$ cat src/rtl/msrv32_iadder_arbiter.sv
// rtl/msrv32_iadder_arbiter.sv - shared immediate adder with round-robin arbitration
//
// Purpose: one XLEN-bit (base + imm) adder shared by the control-transfer
// unit (port 0) and the load/store unit (port 1). The result, its owner and
// the control-transfer misalignment flag sit in a single-entry output
// register until the consumer takes them.
//
// Ports:
//   clk_in, rst_in                      clock, async active-low reset
//   req0_valid_in / req0_ready_out      port 0 handshake
//   req0_src_in, req0_jalr_in           base select (0 pc, 1 rs1), clear bit 0
//   req0_pc_in, req0_rs_1_in, req0_imm_in  port 0 operands
//   req1_valid_in / req1_ready_out      port 1 handshake
//   req1_src_in                         base select
//   req1_pc_in, req1_rs_1_in, req1_imm_in  port 1 operands
//   out_valid_out / out_ready_in        result handshake
//   iadder_out, owner_out, misaligned_out  registered result fields
//   conflict_cnt_out                    saturating count of both-valid cycles
module msrv32_iadder_arbiter #(
  parameter int XLEN  = 32,
  parameter int CNT_W = 16
) (
  input  logic             clk_in,
  input  logic             rst_in,
  input  logic             req0_valid_in,
  output logic             req0_ready_out,
  input  logic             req0_src_in,
  input  logic             req0_jalr_in,
  input  logic [XLEN-1:0]  req0_pc_in,
  input  logic [XLEN-1:0]  req0_rs_1_in,
  input  logic [XLEN-1:0]  req0_imm_in,
  input  logic             req1_valid_in,
  output logic             req1_ready_out,
  input  logic             req1_src_in,
  input  logic [XLEN-1:0]  req1_pc_in,
  input  logic [XLEN-1:0]  req1_rs_1_in,
  input  logic [XLEN-1:0]  req1_imm_in,
  output logic             out_valid_out,
  input  logic             out_ready_in,
  output logic [XLEN-1:0]  iadder_out,
  output logic             owner_out,
  output logic             misaligned_out,
  output logic [CNT_W-1:0] conflict_cnt_out
);

  typedef enum logic {
    S_EMPTY = 1'b0,
    S_FULL  = 1'b1
  } state_t;

  state_t           state_q;
  logic             rr_q;      // requester preferred when both are valid
  logic [XLEN-1:0]  sum_q;
  logic             owner_q;
  logic             mis_q;
  logic [CNT_W-1:0] cnt_q;

  logic             can_accept;
  logic             both_valid;
  logic             grant0;
  logic             grant1;
  logic             accept;
  logic [XLEN-1:0]  base0;
  logic [XLEN-1:0]  base1;
  logic [XLEN-1:0]  raw0;
  logic [XLEN-1:0]  sum0;
  logic [XLEN-1:0]  sum1;
  logic [XLEN-1:0]  sum_sel;
  logic             mis_sel;

  assign can_accept = (state_q == S_EMPTY) || out_ready_in;
  assign both_valid = req0_valid_in && req1_valid_in;

  assign grant0 = req0_valid_in && (!req1_valid_in || !rr_q);
  assign grant1 = req1_valid_in && (!req0_valid_in ||  rr_q);

  // rst_in gates the readies so nothing is offered while reset is held,
  // even though the EMPTY state alone would allow an accept.
  assign req0_ready_out = grant0 && can_accept && rst_in;
  assign req1_ready_out = grant1 && can_accept && rst_in;
  assign accept         = req0_ready_out || req1_ready_out;

  assign base0 = req0_src_in ? req0_rs_1_in : req0_pc_in;
  assign base1 = req1_src_in ? req1_rs_1_in : req1_pc_in;
  assign raw0  = base0 + req0_imm_in;
  assign sum0  = {raw0[XLEN-1:1], raw0[0] & ~req0_jalr_in};
  assign sum1  = base1 + req1_imm_in;

  assign sum_sel = grant1 ? sum1 : sum0;
  // Misalignment is only meaningful for control-transfer targets.
  assign mis_sel = !grant1 && sum0[1];

  always_ff @(posedge clk_in or negedge rst_in) begin
    if (!rst_in) begin
      state_q <= S_EMPTY;
      rr_q    <= 1'b0;
      sum_q   <= '0;
      owner_q <= 1'b0;
      mis_q   <= 1'b0;
      cnt_q   <= '0;
    end else begin
      if (both_valid && !(&cnt_q)) begin
        cnt_q <= cnt_q + CNT_W'(1);
      end

      if (accept) begin
        sum_q   <= sum_sel;
        owner_q <= grant1;
        mis_q   <= mis_sel;
        rr_q    <= !grant1;
      end

      case (state_q)
        S_EMPTY: begin
          if (accept) begin
            state_q <= S_FULL;
          end
        end
        S_FULL: begin
          if (!accept && out_ready_in) begin
            state_q <= S_EMPTY;
          end
        end
        default: state_q <= S_EMPTY;
      endcase
    end
  end

  assign out_valid_out    = (state_q == S_FULL);
  assign iadder_out       = sum_q;
  assign owner_out        = owner_q;
  assign misaligned_out   = mis_q;
  assign conflict_cnt_out = cnt_q;

endmodule
$ cat config.mk
export PLATFORM = sky130hd
export DESIGN_NAME = msrv32_iadder_arbiter
export DESIGN_NICKNAME = d
export VERILOG_FILES = /design/src/rtl/msrv32_iadder_arbiter.sv
export SDC_FILE = /design/constraint.sdc
export NUM_CORES = 1
export LEC_CHECK = 0
export ABC_AREA = 1
export CAP_MARGIN = 20
export CORE_MARGIN = 2
export CORE_UTILIZATION = 52
export DETAILED_ROUTE_END_ITERATION = 8
export HOLD_SLACK_MARGIN = 0.02
export PLACE_DENSITY = 0.95
export REMOVE_ABC_BUFFERS = 1
export SYNTH_ARGS = -nofsm -noshare
export SYNTH_HDL_FRONTEND = slang
export SYNTH_SLANG_ARGS = --single-unit
$ cat constraint.sdc
create_clock -name clk_in -period 4.28 [get_ports clk_in]
set_clock_uncertainty 0.2 [all_clocks]
set_input_delay 0.856 -clock clk_in [delete_from_list [all_inputs] [get_ports clk_in]]
set_output_delay 0.856 -clock clk_in [all_outputs]
set_load 0.05 [all_outputs]
==> results.toml <==
[run]
drv_cap = 0

[worst_setup_path]
critPathKind = "input pin to output port"
r2r_end = "iadder_out[15]"
arrival_ns = 2.76
critPathLaunchType = "input pin"
crit_end = "req0_ready_out"
worstPathCellList = "clkdlybuf4s50_1, inv_2, a21oi_1, nand2_2, inv_2, clkdlybuf4s50_1"
r2r_start = "rr_q"
r2r_cells = 8
cp_top_family = "buffers and inverters"
endpoint_kind = "output port"
critical-path-slowest-cell = "clkdlybuf4s50_1"
reg2reg_slack_ns = 2.07
cp_max_fo = 6
cp.depth = 6
path_buf_inv = 4
worst_ep_required_time_ns = 3.22
cpPeakStageDelay_ns = 0.81
crit_start = "req0_valid_in"

[yosys]
synthCells = 1367
synthArstFlopShare_pct = 100
yosysTopAreaCell = "nand2_1"
netlist.area_leader.share_pct = 26.6
synthMuxAreaShare_pct = 8.81
synth_area_sq_mm = 0.00792
synth_compound_area_share_pct = 6.84
synth_edf_count = 0
syn_area_per_cell_sq_um = 5.79
ys_types = 38
yosys_warnings = 0
synth_fa_ha_area_share_pct = 10.5
synth_seq_cells = 52
synthFlopType = "dfrtp_1"
seq_area_frac_synth_pct = 16.4
synth-xor-area-share_pct = 3.54
synth_top_family_by_area = "simple AND/OR/NAND/NOR gates"
synth-simple-area-share_pct = 40.9
synth_area_leaders = "nand2_1 (27%), dfrtp_1 (16%), inv_1 (11%)"

[min_path]
min_path_type = "flip-flop to flip-flop"
min_from = "owner_out"

[place]
dp.cells = 1794
globalplace.congestion = 0.942
hpwl_um = 21600
io_buffers = 252

[status]
status = "completed"

[timing]
setup_tns_ns = 0
worst-slew-pin-transition_ns = 0.712
holdWs_ns = 0.284
period_share_pct = 89.2
hold_viol_final = 0
final-setup-viol-count = 0
slew_viol_final = 0
grt_setup_unrepaired = "no"
max_freq_mhz = 262
relSlewSlack_pct = 52.5
period_minus_slack_ns = 3.82

[route]
top_layer_used = "met4"
dr_wl_met2_um = 12700
wl_met1_um = 10600
drt_iter0_drc = 592
viasPerCell = 5.14
num_vias = 9255
route.detailed.drc = 0
drt_wl_total_um = 25200
wl_met3_um = 1500
wl_per_cell_um = 14.0
drtAntennaViolNets = 0
first_pass_iters = 5

[cts]
root_buffer = "clkbuf_16"
cts.repair.resized = 0
post_cts_buffers = 0
htreeDepth = 2
cts_buffers = 5
clock_sinks = 52
clk_latency_ns = 0.30
clock_path_buffers = 2
cts.clk_slew.worst_paths_ns = 0.07
cts_tree = "built"
cts_hold_buf = 0

[floorplanning]
initial_utilization_pct = 52.7
die-area_sq_mm = 0.0162
ios = 253
coreArea_sq_mm = 0.0150
die_h_um = 127
rows = 45
die_w_um = 127

[grt]
grt_pass1_vias = 8709
grt_usage_pct = 30.8
grt_max_degree = 53
grt_overflow = 0
antenna_found_initial = 0
grt_pass1_wl_um = 40900

[final_layout]
fin_util_pct = 71.9
layout.nets = 1878
layout-drive-gt1-share_pct = 5.82
fin_cells = 1802
area_delta_synth_final_pct = 36.5
n_antenna_cell = 0

[power]
p_per_area_mw_per_mm2 = 329
p_leak_nw = 5.86
peakVddDrop_uv = 432
==> cells in the final DEF (no fill, tap or decap), types with 2 or more instances in the layout <==
| cell | netlist | final |
|---|---|---|
| clkbuf_16 | 0 | 5 |
| clkdlybuf4s50_1 | 0 | 251 |
| dfrtp_1 | 52 | 52 |
| nor3_1 | 5 | 5 |
| ha_1 | 63 | 63 |
| and3_1 | 2 | 2 |
| nand2_2 | 2 | 2 |
| nand3b_1 | 10 | 10 |
| mux2_2 | 62 | 62 |
| nor2_1 | 99 | 99 |
| a21oi_1 | 55 | 55 |
| nand3_1 | 89 | 89 |
| inv_2 | 4 | 4 |
| nand4_1 | 7 | 7 |
| inv_1 | 239 | 239 |
| nor2_2 | 3 | 3 |
| nor3b_1 | 2 | 2 |
| nand2_1 | 561 | 561 |
| nor2_4 | 2 | 2 |
| buf_4 | 1 | 7 |
| buf_12 | 0 | 2 |
| fa_1 | 2 | 2 |
| xnor2_1 | 9 | 9 |
| nor4_1 | 3 | 3 |
| and2_1 | 3 | 3 |
| xor2_1 | 23 | 23 |
| a31oi_1 | 10 | 10 |
| o21ai_0 | 25 | 25 |
| o21bai_1 | 5 | 5 |
==> state kept, by name, indices dropped and copies added (netlist names) <==
name / count
misaligned_out: 1
owner_out: 1
rr_q: 1
conflict_cnt_out: 16
iadder_out: 32
out_valid_out: 1
==> worst min path at each step <==
stage | endpoint | depth (start not counted)
after floorplan | rr_q | 2
after global placement | owner_out | 2
after detailed placement | owner_out | 2
after CTS | owner_out | 2
after global routing | iadder_out[16] | 2
final | owner_out | 2
==> logic make-up after synthesis <==
family	after synthesis
compound gates	99
xor+xnor	32
fa+ha+maj	65
buf+inv	265
flops	52
mux	62
simple gates	792
==> through the flow <==
| step | instance area (sq um) | total power, mW | worst slack (ns) |
|---|---|---|---|
| finish | 10800 | 3.56 | 0.463 |
| global route | 10800 | 3.81 | 0.270 |
| CTS | 10800 | 3.56 | 0.458 |
| detailed placement | 10600 | 3.09 | 0.212 |
| global placement | 10600 | 3.05 | 0.236 |
| floorplan | 7800 | 2.23 | 1.25 |
==> synth_stat cells (7+ instances only) <==
cell and count:
inv_1 239, a31oi_1 10, nand3_1 89, clkbuf_1 9, o21ai_0 25, nand3b_1 10
dfrtp_1 52, xor2_1 23, xnor2_1 9, a21oi_1 55, mux2_2 62, buf_2 8
nand4_1 7, nor2_1 99, ha_1 63, nand2_1 561
==> worst reg2reg max path, delay by kind of cell, from the launching register on <==
family	cells	cell delay, ns
flip-flops	1	0.44
AO/OA/AOI/OAI	3	0.61
buffers and inverters	2	0.69
AND/OR/NAND/NOR	3	0.21
==> metal layers <==
metal / vias up / track usage [%]
li1: 4748 / -
met1: 4151 / 38.6
met2: 316 / 56.5
met3: 40 / 3.89
met4: 0 / 6.40
met5: - / 0
==> where the power goes <==
| group | leakage [nW] | switching [mW] | total [mW] | internal [mW] |
|---|---|---|---|---|
| combinational | 5.14 | 1.45 | 2.30 | 0.854 |
| clock | 0.0815 | 0.189 | 0.468 | 0.279 |
| sequential | 0.633 | 0.141 | 0.792 | 0.651 |
==> final cells by class <==
class                           instances  area (sq um)
Clock inverter                          2          38.8
Fill cell                            1331          4220
Sequential cell                        52          1300
Tap cell                              188           235
Inverter                              243           912
Timing Repair Buffer                  261          2610
Multi-Input combinational cell       1050          5590
Clock buffer                            6           129
No activity file was read; power rests on OpenSTA's default activity.
